--- config.mk ---
export PLATFORM = sky130hd
export DESIGN_NAME = analizador_secuencia_flat
export DESIGN_NICKNAME = d
export VERILOG_FILES = /design/src/rtl/analizador_secuencia_pkg.sv /design/src/rtl/analizador_secuencia_if.sv /design/src/rtl/analizador_secuencia_decodificador_7seg.sv /design/src/rtl/analizador_secuencia.sv /design/src/flat_wrapper.sv
export SDC_FILE = /design/constraint.sdc
export NUM_CORES = 1
export LEC_CHECK = 0
export BUFFER_PORTS_ARGS = -buffer_cell sky130_fd_sc_hd__buf_2
export CORE_MARGIN = 2
export CORE_UTILIZATION = 30
export DETAILED_ROUTE_END_ITERATION = 10
export PLACE_DENSITY = 0.49
export SLEW_MARGIN = 20
export SYNTH_ARGS = -nofsm -noshare
export SYNTH_HDL_FRONTEND = slang
export SYNTH_HIERARCHICAL = 1
export SYNTH_SLANG_ARGS = --single-unit
--- constraint.sdc ---
create_clock -name clk -period 4 [get_ports clk]
set_clock_uncertainty 0.15 [all_clocks]
set_input_delay 0.6 -clock clk [delete_from_list [all_inputs] [get_ports clk]]
set_output_delay 0.6 -clock clk [all_outputs]
set_load 0.03 [all_outputs]
--- src/rtl/analizador_secuencia_pkg.sv ---
// analizador_secuencia_pkg
//   Shared definitions for the sequence analyser slice:
//   - FSM state codes (ESPERA / P0_OK / P1_OK), exported on the estado port.
//   - Default target sequence values.
//   - Active-low hex font for a {g,f,e,d,c,b,a} 7-segment digit.
package analizador_secuencia_pkg;

    localparam logic [1:0] ESPERA = 2'b00;
    localparam logic [1:0] P0_OK  = 2'b01;
    localparam logic [1:0] P1_OK  = 2'b10;

    localparam logic [3:0] SEQ_P0_DEF = 4'hA;
    localparam logic [3:0] SEQ_P1_DEF = 4'h5;
    localparam logic [3:0] SEQ_P2_DEF = 4'hA;

    // Index i holds the segment pattern for hex digit i (entry 15 listed first).
    localparam logic [15:0][6:0] SEG_FONT = {
        7'b0001110,  // F
        7'b0000110,  // E
        7'b0100001,  // d
        7'b1000110,  // C
        7'b0000011,  // b
        7'b0001000,  // A
        7'b0010000,  // 9
        7'b0000000,  // 8
        7'b1111000,  // 7
        7'b0000010,  // 6
        7'b0010010,  // 5
        7'b0011001,  // 4
        7'b0110000,  // 3
        7'b0100100,  // 2
        7'b1111001,  // 1
        7'b1000000   // 0
    };

endpackage

--- src/rtl/analizador_secuencia_if.sv ---
// analizador_secuencia_if
//   Bundles the sample input and all observation outputs of the analyser.
//   master: the environment (drives en/F, observes results).
//   slave : analizador_secuencia (consumes en/F, drives results).
//   Signals:
//     en          sample enable
//     F[0:3]      upstream value, F[0] is the MSB
//     valor[0:3]  registered last sample
//     cambio      pulse: new sample differs from previous one
//     acierto     pulse: target sequence completed
//     estado      FSM state code
//     n_cambios   wrapping change counter (CW bits)
//     n_aciertos  saturating match counter (AW bits)
//     seg         active-low {g,f,e,d,c,b,a} of valor
interface analizador_secuencia_if #(
    parameter int CW = 8,
    parameter int AW = 4
);
    logic          en;
    logic [0:3]    F;
    logic [0:3]    valor;
    logic          cambio;
    logic          acierto;
    logic [1:0]    estado;
    logic [CW-1:0] n_cambios;
    logic [AW-1:0] n_aciertos;
    logic [6:0]    seg;

    modport master (
        output en, F,
        input  valor, cambio, acierto, estado, n_cambios, n_aciertos, seg
    );

    modport slave (
        input  en, F,
        output valor, cambio, acierto, estado, n_cambios, n_aciertos, seg
    );
endinterface

--- src/rtl/analizador_secuencia_decodificador_7seg.sv ---
// decodificador_7seg
//   Purely combinational hex to 7-segment decoder, active-low outputs.
//   Ports:
//     digito  in  4  value to show (bit 3 is the MSB)
//     seg     out 7  {g,f,e,d,c,b,a}, 0 = segment lit
module decodificador_7seg
    import analizador_secuencia_pkg::*;
(
    input  logic [3:0] digito,
    output logic [6:0] seg
);
    assign seg = SEG_FONT[digito];
endmodule

--- src/rtl/analizador_secuencia.sv ---
// analizador_secuencia
//   Samples the upstream 4-bit value F on every enabled clock, flags value
//   changes, detects the sequence P0,P1,P2 over successive distinct values,
//   counts changes (wrapping) and matches (saturating) and shows the last
//   sample on a hex 7-segment digit.
//   Ports:
//     clk    in  rising-edge clock
//     rst_n  in  synchronous active-low reset
//     bus    analizador_secuencia_if.slave (en, F in; valor, cambio,
//            acierto, estado, n_cambios, n_aciertos, seg out)
module analizador_secuencia
    import analizador_secuencia_pkg::*;
#(
    parameter logic [3:0] P0 = SEQ_P0_DEF,
    parameter logic [3:0] P1 = SEQ_P1_DEF,
    parameter logic [3:0] P2 = SEQ_P2_DEF,
    parameter int         CW = 8,
    parameter int         AW = 4
) (
    input  logic                    clk,
    input  logic                    rst_n,
    analizador_secuencia_if.slave   bus
);

    // Equal neighbours in the target sequence can never be seen as an event
    // pair, so the detector would never fire.
    if (P0 == P1 || P1 == P2) begin : g_bad_sequence
        $error("analizador_secuencia: P0==P1 or P1==P2 makes a match impossible");
    end

    logic [3:0]    f_in;
    logic [3:0]    valor_q,      valor_d;
    logic          primero_q,    primero_d;
    logic          cambio_q,     cambio_d;
    logic          acierto_q,    acierto_d;
    logic [1:0]    estado_q,     estado_d;
    logic [CW-1:0] n_cambios_q,  n_cambios_d;
    logic [AW-1:0] n_aciertos_q, n_aciertos_d;
    logic          distinto;
    logic          ev;

    assign f_in     = bus.F;
    assign distinto = (f_in != valor_q);
    // The very first enabled sample is always an event so the FSM sees it,
    // even when it happens to equal the reset value of valor.
    assign ev       = bus.en & (primero_q | distinto);

    always_comb begin
        valor_d      = valor_q;
        primero_d    = primero_q;
        cambio_d     = 1'b0;
        acierto_d    = 1'b0;
        estado_d     = estado_q;
        n_cambios_d  = n_cambios_q;
        n_aciertos_d = n_aciertos_q;

        if (bus.en) begin
            valor_d   = f_in;
            primero_d = 1'b0;
            cambio_d  = distinto & ~primero_q;

            if (ev) begin
                unique case (estado_q)
                    P0_OK: begin
                        if (f_in == P1)      estado_d = P1_OK;
                        else if (f_in == P0) estado_d = P0_OK;
                        else                 estado_d = ESPERA;
                    end
                    P1_OK: begin
                        if (f_in == P2) begin
                            acierto_d = 1'b1;
                            // With P2==P0 the closing value already starts
                            // the next sequence.
                            estado_d  = (P2 == P0) ? P0_OK : ESPERA;
                        end else if (f_in == P0) begin
                            estado_d = P0_OK;
                        end else begin
                            estado_d = ESPERA;
                        end
                    end
                    default: begin
                        if (f_in == P0) estado_d = P0_OK;
                        else            estado_d = ESPERA;
                    end
                endcase
            end

            if (cambio_d) begin
                n_cambios_d = n_cambios_q + 1'b1;
            end
            if (acierto_d && (n_aciertos_q != {AW{1'b1}})) begin
                n_aciertos_d = n_aciertos_q + 1'b1;
            end
        end
    end

    always_ff @(posedge clk) begin
        if (!rst_n) begin
            valor_q      <= '0;
            primero_q    <= 1'b1;
            cambio_q     <= 1'b0;
            acierto_q    <= 1'b0;
            estado_q     <= ESPERA;
            n_cambios_q  <= '0;
            n_aciertos_q <= '0;
        end else begin
            valor_q      <= valor_d;
            primero_q    <= primero_d;
            cambio_q     <= cambio_d;
            acierto_q    <= acierto_d;
            estado_q     <= estado_d;
            n_cambios_q  <= n_cambios_d;
            n_aciertos_q <= n_aciertos_d;
        end
    end

    decodificador_7seg u_decodificador_7seg (
        .digito (valor_q),
        .seg    (bus.seg)
    );

    assign bus.valor      = valor_q;
    assign bus.cambio     = cambio_q;
    assign bus.acierto    = acierto_q;
    assign bus.estado     = estado_q;
    assign bus.n_cambios  = n_cambios_q;
    assign bus.n_aciertos = n_aciertos_q;

endmodule

--- src/flat_wrapper.sv ---
// flat-port wrapper written by rule: the top's interface ports become plain ports
module analizador_secuencia_flat import analizador_secuencia_pkg::*;
#(
    parameter logic [3:0] P0 = SEQ_P0_DEF,
    parameter logic [3:0] P1 = SEQ_P1_DEF,
    parameter logic [3:0] P2 = SEQ_P2_DEF,
    parameter int         CW = 8,
    parameter int         AW = 4
)
  (clk, rst_n, bus_en, bus_F, bus_valor, bus_cambio, bus_acierto, bus_estado, bus_n_cambios, bus_n_aciertos, bus_seg);
  analizador_secuencia_if #(.CW(CW), .AW(AW)) bus_i ();
  input  logic clk;
  input  logic rst_n;
  input wire logic [$bits(bus_i.en)-1:0] bus_en;
  input wire logic [$bits(bus_i.F)-1:0] bus_F;
  output wire logic [$bits(bus_i.valor)-1:0] bus_valor;
  output wire logic [$bits(bus_i.cambio)-1:0] bus_cambio;
  output wire logic [$bits(bus_i.acierto)-1:0] bus_acierto;
  output wire logic [$bits(bus_i.estado)-1:0] bus_estado;
  output wire logic [$bits(bus_i.n_cambios)-1:0] bus_n_cambios;
  output wire logic [$bits(bus_i.n_aciertos)-1:0] bus_n_aciertos;
  output wire logic [$bits(bus_i.seg)-1:0] bus_seg;
  assign bus_i.en = bus_en;
  assign bus_i.F = bus_F;
  assign bus_valor = bus_i.valor;
  assign bus_cambio = bus_i.cambio;
  assign bus_acierto = bus_i.acierto;
  assign bus_estado = bus_i.estado;
  assign bus_n_cambios = bus_i.n_cambios;
  assign bus_n_aciertos = bus_i.n_aciertos;
  assign bus_seg = bus_i.seg;
  analizador_secuencia #(.P0(P0), .P1(P1), .P2(P2), .CW(CW), .AW(AW)) u_core (.clk(clk), .rst_n(rst_n), .bus(bus_i));
endmodule
==> results of run 1 <==
stage by stage:
step           utilization [%]  cells
2_1_floorplan                -    141
4_1_cts                   37.4    222
3_5_place_dp              36.3    218
3_3_place_gp              36.3    218
6_report                  37.7    222
5_1_grt                   37.7    222
area by class of cell:
class	instances	share of cell area [%]
clock inverter	1	0.327
inverter	6	1.47
multi-input combinational	108	53.1
timing repair buffer	33	10.8
tap	50	4.09
clock buffer	3	2.70
sequential	21	27.5
flip-flops by register name, summed over array words and instances, names as in the netlist:
| register | count |
|---|---|
| u_core/bus.n_cambios | 8 |
| u_core/bus.n_aciertos | 4 |
| u_core/bus.valor | 4 |
| u_core/bus.estado | 2 |
| u_core/bus.acierto | 1 |
| u_core/bus.cambio | 1 |
| u_core/primero_q | 1 |
cell usage in the layout (no fill, tap or decap), types with 2 or more instances in the layout:
cell / Yosys / layout
inv_1: 5 / 5
ha_1: 9 / 9
nand2_1: 14 / 14
a21oi_1: 10 / 10
nand2b_1: 3 / 3
buf_2: 3 / 33
dfxtp_1: 21 / 21
or3_1: 3 / 3
nor2_1: 11 / 11
clkbuf_8: 0 / 3
nand3_1: 5 / 5
nor2b_1: 2 / 2
or4_1: 4 / 4
mux2i_1: 14 / 14
o21ai_0: 5 / 5
xor2_1: 3 / 3
nand4_1: 3 / 3
o31ai_1: 3 / 3
and4_1: 2 / 2
a22o_1: 2 / 2
worst paths after layout:
check             depth (start not counted)                  from                       to
setup / recovery                          5   u_core/bus.valor[3]               bus_seg[3]
hold / removal                            2  u_core/bus.estado[1]     u_core/bus.estado[1]
setup reg to reg                          4   u_core/bus.valor[0]  u_core/bus.n_cambios[7]
hold reg to reg                           2  u_core/bus.estado[1]     u_core/bus.estado[1]
cells by family (layout without fill, tap and decap cells):
| family | Yosys count | count (layout) | share of synthesized area (%) |
|---|---|---|---|
| compound gates | 26 | 26 | 13.5 |
| xor+xnor | 5 | 5 | 4.02 |
| fa+ha+maj | 9 | 9 | 8.82 |
| buf+inv | 12 | 43 | 4.41 |
| flops | 21 | 21 | 32.9 |
| mux | 16 | 16 | 13.9 |
| simple gates | 52 | 52 | 22.4 |
power by group through the flow:
stage,clock network (mW),logic [mW],registers [mW]
final,0.142,0.0886,0.224
after global routing,0.156,0.0967,0.226
after CTS,0.146,0.0871,0.224
after detailed placement,0,0.0868,0.230
after global placement,0,0.0858,0.229
after floorplan,0,0.0612,0.233
routing by layer:
layer / vias up / track usage, % / part of all wire, %
met5: - / 0 / 0
met2: 15 / 21.0 / 53
li1: 569 / - / -
met1: 506 / 14.0 / 44
met3: 2 / 1.89 / 3.0
met4: 0 / 4.58 / 0.63
worst register-to-register path: cells and delay by family (launching register included):
family / cells / cell delay [ns]
xor+xnor: 1 / 0.40
flops: 1 / 0.72
compound gates: 2 / 0.39
simple gates: 1 / 0.53
==> summary.md, run 1 <==
| Metric | Value |
|---|---|
| Vias/cell | 4.92 |
| Layout cells sized above 1 | 25.6% |
| NetSw | 141 µW |
| Die ar. | 4800 µm² |
| Sw frac | 31.0% |
| Setup WS pre-CTS | 1.53 ns |
| Worst slew pin tran | 0.653 ns |
| Remaining Overflow, GRT | 0 |
| # rows | 23 |
| Register area | 420 µm² |
| TritonCTS Buffers | 3 |
| RSZ-0062 raised after global routing | false |
| Synthesized area | 1280 µm² |
| Synth Flop Type | dfxtp_1 |
| Initial Util | 31.5% |
| Post-route cell area | 1530 µm² |
| Clock Latency Late Sink | 0.26 ns |
| Vias | 1092 |
| Worst vdd ir | 0.000111 V |
| Filler instances | 406 |
| First-pass DRT Iterations | 4 |
| Min-delay worst type | register to register |
| Synthesized net count | 157 |
| Crit-path max FO | 10 |
| Yosys cell types | 37 |
| Post-Route WL | 2.71 mm |
| Crit path top cell by count | inv_1 |
| Initial antenna violation count | 0 |
| Tot GR Track Use | 11.8% |
| Total power | 455 µW |
| Hold Vio Cnt, Final | 0 |
| Worst-path clk slew | 0.08 ns |
| Placer Congestion | 0.720 |
| 1st-iter DRT viols | 28 |
| Vias in the first global route | 1047 |
| Synth area leader | dfxtp_1 |
| EDFF count, synth | 0 |
| Antenna cells | 0 |
| Max-slew headroom | 56.3% |
| Post-CTS setup buffer count | 0 |
| CTS Sinks | 21 |
| Post-DP Area | 1470 µm² |
| Main area contributors after synthesis | dfxtp_1, mux2i_1, ha_1, nand2_1, a21oi_1 |
| Dpl hpwl | 2.05 mm |
| Multi-input gate area | 812 µm² |
| Clock buffer depth | 2 |
| Top cells by count, synth | dfxtp_1, mux2i_1, nand2_1 |
| R2r setup slk | 1.73 ns |
| CP top delay family | flip-flops |
| Setup ws final | 1.25 ns |
| P_leak | 0.660 nW |
| Hold-fix buffers at CTS | 0 |
| Slowest stage delay, CP | 0.55 ns |
| CP Cell Sequence | inv_1 -> ha_1 -> inv_1 -> mux4_1 -> buf_2 |
| Crit. End Element | primary output |
| Clock network fraction of design power | 31.2% |
| Antenna viol nets, final | 0 |
| CP max stage cell | dfxtp_1 |
| Number of buffers added on ports | 33 |
| Power Dens Cells | 298 nW/µm² |
| Pint | 314 µW |
| Yosys top cell area share | 32.9% |
| Outcome | finished clean |
| Post-CTS resize count | 0 |
| Ys async rst share | 0% |
| Final Setup Violations | 0 |
| CORE AREA | 4060 µm² |
| First-pass GRT wire length | 4.82 mm |
| CP Buf/Inv Count | 3 |
| CP Data Arrival Time | 2.00 ns |
| Highest clock rate | 0.363 GHz |
| Htree depth | 1 |
| Syn. warnings | 6 |
| Min Hold Slack | 0.334 ns |
| Post-Syn Instances | 141 |
| Die width | 69.3 µm |
| Max_cap viols | 0 |
| CTS Root Buffer Type | clkbuf_8 |
| Sequential share of power | 49.3% |
| WS Path Type | register to primary output |
| Avg Cell Area, Syn | 9.06 µm² |
| CP required | 3.25 ns |
| Setup TNS | 0 ns |
| Avg WL per Cell | 12.2 µm |
| Ports | 34 |
| Seq/Total Area, Yosys | 32.9% |
| Die height | 69.3 µm |
| Area Growth Syn to Fin | 19.7% |
| Synthesis-stage register bit count | 21 |
| Startpoint types | register |
| # DRC | 0 |
| Largest net degree at the start of global routing | 16 |
| Nets | 189 |
| TritonCTS clock tree | built |
| Final Max Tran Viols | 0 |
| Most common cell in the netlist | dfxtp_1 |
| Final Critical Period | 2.75 ns |
| Fin crit share | 68.8% |
| Comb power frac | 19.5% |
Power figures use the tool's default switching activity.
==> run 2, diff against run 1 <==
==> constraint.sdc (replaced) <==
create_clock -name clk -period 2.8 [get_ports clk]
set_clock_uncertainty 0.15 [all_clocks]
set_input_delay 0.42 -clock clk [delete_from_list [all_inputs] [get_ports clk]]
set_output_delay 0.42 -clock clk [all_outputs]
set_load 0.03 [all_outputs]
==> summary.md, run 2 (synthesis gave the netlist of run 1 again) <==
| Metric | Value |
|---|---|
| Outcome | finished clean |
| CP top delay family | flip-flops |
| Vias | 1111 (+1.7%) |
| GRT busiest layer | met2 |
| WS Path Type | register to primary output |
| Antenna viol nets, final | 0 (unchanged) |
| Final Critical Period | 2.55 ns |
| # DRC | 0 (unchanged) |
| Initial antenna violation count | 0 (unchanged) |
| Final Max Tran Viols | 0 (unchanged) |
| Global routing usage on met2 | 19.9% (-1.2 points) |
| CP max stage cell | dfxtp_1 |
| Max_cap viols | 0 (unchanged) |
| Die ar. | 4800 µm² (unchanged) |
| Antenna cells | 0 (unchanged) |
| Tot GR Track Use | 11.4% (-0.37 points) |
| First-pass GRT wire length | 4.53 mm (-6.0%) |
| Slowest stage delay, CP | 0.55 ns (about the same) |
| CP Cell Sequence | inv_1 -> ha_1 -> inv_1 -> mux4_1 -> buf_2 |
| Worst Setup EP | bus_seg[3] |
| Min-delay worst type | input pin to register |
| Crit. End Element | primary output |
| CP Buf/Inv Count | 3 (unchanged) |
| First-pass DRT Iterations | 6 (+2) |
| # rows | 23 (unchanged) |
| Area Growth Syn to Fin | 19.4% |
| RSZ-0062 raised after global routing | false |
| R2r setup slk | 0.56 ns (-1.17 ns) |
| Worst vdd ir | 0.000148 V (+33%) |
| Fin crit share | 91.1% |
| Crit path top cell by count | inv_1 |
| CP required | 2.23 ns (-1.02 ns) |
| TritonCTS clock tree | built |
| Post-DP Area | 1480 µm² (+0.51%) |
| Commonest non-fill, non-tap cell in the layout | buf_2 |
| Layout cells sized above 1 | 26.0% (+0.43 points) |
| GR Util met1 | 13.4% (-0.63 points) |
| Clock buffer depth | 2 (unchanged) |
| Remaining Overflow, GRT | 0 (unchanged) |
| Worst r2r dst | u_core/bus.n_cambios[6] |
| Clock Latency Late Sink | 0.26 ns (about the same) |
| Worst R2R Path Depth | 5 (+1) |
| Highest clock rate | 0.392 GHz |
| Post-route cell area | 1530 µm² (-0.25%) |
| CP startpoint | u_core/bus.valor[3] |
| Cell depth of the worst setup path | 5 (unchanged) |
| 1st-iter DRT viols | 16 (-43%) |
| Vias/cell | 4.98 (+1.3%) |
| Grt met3 use | 2.03% (+0.15 points) |
| Dpl hpwl | 2.06 mm (+0.43%) |
| Power Dens Cells | 422 nW/µm² (+42%) |
| Die width | 69.3 µm (unchanged) |
| WHS Path Cells | 3 (+1) |
| Crit-path max FO | 10 (unchanged) |
| Startpoint types | register |
| CTS Root Buffer Type | clkbuf_8 |
| Worst-path clk slew | 0.08 ns (about the same) |
| Max reg flops | 8 (unchanged) |
| CP Data Arrival Time | 1.98 ns (-0.02 ns) |
| Worst slew pin tran | 0.587 ns (-0.0657 ns) |
| Placer Congestion | 0.731 (+1.5%) |
| Htree depth | 1 (unchanged) |
| Hold Path Origin | bus_F[1] |
| Filler instances | 415 (+2.2%) |
| CORE AREA | 4060 µm² (unchanged) |
| Die height | 69.3 µm (unchanged) |
| Avg WL per Cell | 12.1 µm (-0.89%) |
| Hold-fix buffers at CTS | 0 (unchanged) |
| Ports | 34 (unchanged) |
| P_leak | 0.662 nW (+0.27%) |
| Hold Vio Cnt, Final | 0 (unchanged) |
| Largest net degree at the start of global routing | 16 (unchanged) |
| Post-CTS setup buffer count | 0 (unchanged) |
| Post-CTS resize count | 0 (unchanged) |
| Number of buffers added on ports | 33 (unchanged) |
| Initial Util | 31.5% (unchanged) |
| Final Setup Violations | 0 (unchanged) |
| Max-slew headroom | 60.8% (+4.5 points) |
| Vias in the first global route | 1012 (-3.3%) |
| TritonCTS Buffers | 3 (unchanged) |
| Crit Reg-Reg Startpoint | u_core/bus.valor[0] |
| Nets | 190 (+0.53%) |
| Post-Route WL | 2.70 mm (-0.44%) |
| Most frequent cells in the layout | buf_2, dfxtp_1, nand2_1, mux2i_1, nor2_1 |
| Setup TNS | 0 ns (unchanged) |
| CTS Sinks | 21 (unchanged) |
==> run 2: worst reg2reg max path: stages, from the launching register on <==
cell and delay [ns]:
dfxtp_1 0.70, xor2_1 0.35, o41ai_2 0.11, buf_4 0.19, or4_1 0.50, a21oi_1 0.17
==> run 2: how the worst min path moves through the flow <==
stage | to
finish | u_core/bus.valor[2]
floorplan | u_core/primero_q
global placement | u_core/bus.n_cambios[7]
detailed placement | u_core/bus.n_cambios[7]
CTS | u_core/bus.valor[0]
global route | u_core/bus.valor[2]
==> run 2: power breakdown <==
| group | total (mW) | leakage, nW | internal, mW | switching [mW] |
|---|---|---|---|---|
| Clock | 0.199 | 0.0255 | 0.0990 | 0.100 |
| Combinational | 0.125 | 0.466 | 0.0443 | 0.0802 |
| Sequential | 0.320 | 0.171 | 0.305 | 0.0151 |
| Total | 0.644 | 0.662 | 0.448 | 0.195 |
==> run 2: final cells by class <==
class	instances	area [µm²]	area share (%)
clock buffers	3	41.3	2.71
well taps	50	62.6	4.10
inverters	6	22.5	1.48
multi-input cells	108	801	52.5
repair buffers	34	173	11.3
flip-flops and latches	21	420	27.6
clock inverters	1	5.00	0.328
==> run 2: metrics by stage <==
stage	utilization, %	hold slack, ns	total power, mW	std cells	worst slack [ns]
after floorplan	-	0.360	0.420	141	0.403
after global placement	36.4	0.308	0.451	219	0.582
after detailed placement	36.4	0.324	0.453	219	0.542
after CTS	37.6	0.301	0.653	223	0.243
after global routing	37.6	0.306	0.682	223	0.105
final	37.6	0.308	0.644	223	0.250
==> run 2: layer usage <==
layer / part of all wire [%] / routed length, µm
met2: 53 / 1430
met5: 0 / 0
met1: 43 / 1160
met4: 0.63 / 17
met3: 3.5 / 94
==> run 3, diff against run 2 <==
--- a/config.mk
+++ b/config.mk
@@ -9,6 +9,7 @@
 export CORE_MARGIN = 2
 export CORE_UTILIZATION = 30
 export DETAILED_ROUTE_END_ITERATION = 10
+export HOLD_SLACK_MARGIN = 0.08
 export PLACE_DENSITY = 0.49
 export SLEW_MARGIN = 20
 export SYNTH_ARGS = -nofsm -noshare
==> constraint.sdc (replaced) <==
create_clock -name clk -period 2.8 [get_ports clk]
set_clock_uncertainty 0.15 [all_clocks]
set_input_delay 0.56 -clock clk [delete_from_list [all_inputs] [get_ports clk]]
set_output_delay 0.56 -clock clk [all_outputs]
set_load 0.03 [all_outputs]
==> summary.md, run 3 (synthesis gave the netlist of run 1 again) <==
| Metric | Value |
|---|---|
| Crit Reg-Reg Startpoint | u_core/bus.valor[0] |
| Worst R2R Path Depth | 5 (unchanged) |
| Hold Vio Cnt, Final | 0 (unchanged) |
| Vias in the first global route | 1057 (+4.4%) |
| Clock Latency Late Sink | 0.26 ns (about the same) |
| Final Critical Period | 2.64 ns (+0.0865 ns) |
| Hold-fix buffers at CTS | 0 (unchanged) |
| P_leak | 0.660 nW (-0.36%) |
| Crit-path max FO | 8 (-2) |
| Crit. End Element | primary output |
| Worst slew pin tran | 0.600 ns (+0.0133 ns) |
| CP Data Arrival Time | 1.93 ns (-0.05 ns) |
| Hold Path Origin | u_core/bus.n_cambios[7] |
| Final Max Tran Viols | 0 (unchanged) |
| 1st-iter DRT viols | 21 (+5) |
| CP required | 2.09 ns (-0.14 ns) |
| First-pass GRT wire length | 4.61 mm (+1.7%) |
| Largest net degree at the start of global routing | 16 (unchanged) |
| Number of buffers added on ports | 33 (unchanged) |
| Htree depth | 1 (unchanged) |
| Avg WL per Cell | 12.2 µm (+0.56%) |
| Max reg flops | 8 (unchanged) |
| TritonCTS clock tree | built |
| Post-Route WL | 2.72 mm (+0.56%) |
| WHS Path Cells | 2 (-1) |
| Vias | 1133 (+2.0%) |
| Dpl hpwl | 2.09 mm (+1.4%) |
| Highest clock rate | 0.379 GHz (-3.3%) |
| Die height | 69.3 µm (unchanged) |
| Worst r2r dst | u_core/bus.n_cambios[6] |
| Max_cap viols | 0 (unchanged) |
| Layout cells sized above 1 | 26.0% (unchanged) |
| CORE AREA | 4060 µm² (unchanged) |
| Min-delay worst type | register to register |
| TritonCTS Buffers | 3 (unchanged) |
| Startpoint types | register |
| Worst Hold Path EP | u_core/bus.n_cambios[7] |
| CTS Sinks | 21 (unchanged) |
| Final core utilization | 37.6% (unchanged) |
| Final Setup Violations | 0 (unchanged) |
| Post-route cell area | 1530 µm² (unchanged) |
| Remaining Overflow, GRT | 0 (unchanged) |
| Worst-path clk slew | 0.08 ns (about the same) |
| Max-slew headroom | 59.9% (-0.89 points) |
| RSZ-0062 raised after global routing | false |
| # DRC | 0 (unchanged) |
| Power Dens Cells | 423 nW/µm² (+0.32%) |
| Setup TNS | 0 ns (unchanged) |
| Antenna viol nets, final | 0 (unchanged) |
| Post-DP Area | 1480 µm² (unchanged) |
| Most frequent cells in the layout | buf_2, dfxtp_1, nand2_1, mux2i_1, nor2_1 |
| Initial antenna violation count | 0 (unchanged) |
| Area Growth Syn to Fin | 19.4% (unchanged) |
| WS Path Type | register to primary output |
| Nets | 190 (unchanged) |
| Clock buffer depth | 2 (unchanged) |
| Total power | 646 µW (+0.32%) |
| Tot GR Track Use | 11.3% (-0.15 points) |
| Placer Congestion | 0.751 (+2.7%) |
| Fin crit share | 94.2% (+3.1 points) |
| Worst vdd ir | 0.000181 V (+23%) |
| Die ar. | 4800 µm² (unchanged) |
| First-pass DRT Iterations | 4 (-2) |
| Ports | 34 (unchanged) |
| # rows | 23 (unchanged) |
| CTS Root Buffer Type | clkbuf_8 |
| Commonest non-fill, non-tap cell in the layout | buf_2 |
| Antenna cells | 0 (unchanged) |
| Initial Util | 31.5% (unchanged) |
| Die width | 69.3 µm (unchanged) |
| Outcome | finished clean |
| Filler instances | 431 (+3.9%) |
| R2r setup slk | 0.59 ns (+0.03 ns) |
| Vias/cell | 5.08 (+2.0%) |
run 3: changes by cell type in the layout (fill, tap and decap cells not counted), sizes merged:
cell and delta:
clkbuf +1, clkinv -1
run 3: through the flow:
step	hold WS [ns]	setup WS, ns	std cells
floorplan	0.360	0.263	141
global route	0.366	0.0228	223
finish	0.335	0.163	223
global placement	0.307	0.430	219
detailed placement	0.327	0.373	219
CTS	0.338	0.0710	223
run 3: worst max-delay path, stage by stage, from the launching register on:
cell,delay (ns)
dfxtp_1,0.49
inv_1,0.17
ha_1,0.31
inv_1,0.05
mux4_1,0.46
buf_2,0.19
run 3: how the worst max path moves through the flow:
stage	startpoint	end	slack (ns)	cells past startpoint
2_1_floorplan	u_core/bus.valor[3]	bus_seg[3]	0.26	4
3_3_place_gp	u_core/bus.valor[3]	bus_seg[3]	0.43	5
3_5_place_dp	u_core/bus.valor[3]	bus_seg[3]	0.37	5
4_1_cts	u_core/bus.valor[3]	bus_seg[3]	0.07	5
5_1_grt	u_core/bus.valor[2]	bus_seg[0]	0.02	6
6_report	u_core/bus.valor[2]	bus_seg[3]	0.16	5
run 3: what timing repair did:
| action | in CTS | in global routing |
|---|---|---|
| endpoints found under the setup margin | 0 | 1 |
| setup buffers | 0 | 0 |
| endpoints found under the hold margin | 0 | 0 |
| gates resized for setup | 0 | 1 |
run 3: final cells by class:
cell class / instances / area [µm²] / area share, %
clock buffers: 4 / 45.0 / 2.95
multi-input cells: 108 / 801 / 52.5
inverters: 6 / 22.5 / 1.48
well taps: 50 / 62.6 / 4.10
flip-flops and latches: 21 / 422 / 27.6
repair buffers: 34 / 173 / 11.3
run 3: metal layers:
layer  wire [µm]  track usage, %
met5           0               0
met4          17            3.27
met3          86            1.74
met2        1420            20.5
met1        1200            13.6
run 3: power breakdown:
| part | leakage (nW) | internal [mW] | switching [mW] |
|---|---|---|---|
| Combinational | 0.466 | 0.0446 | 0.0806 |
| Clock | 0.0228 | 0.101 | 0.0989 |
| Sequential | 0.171 | 0.305 | 0.0153 |
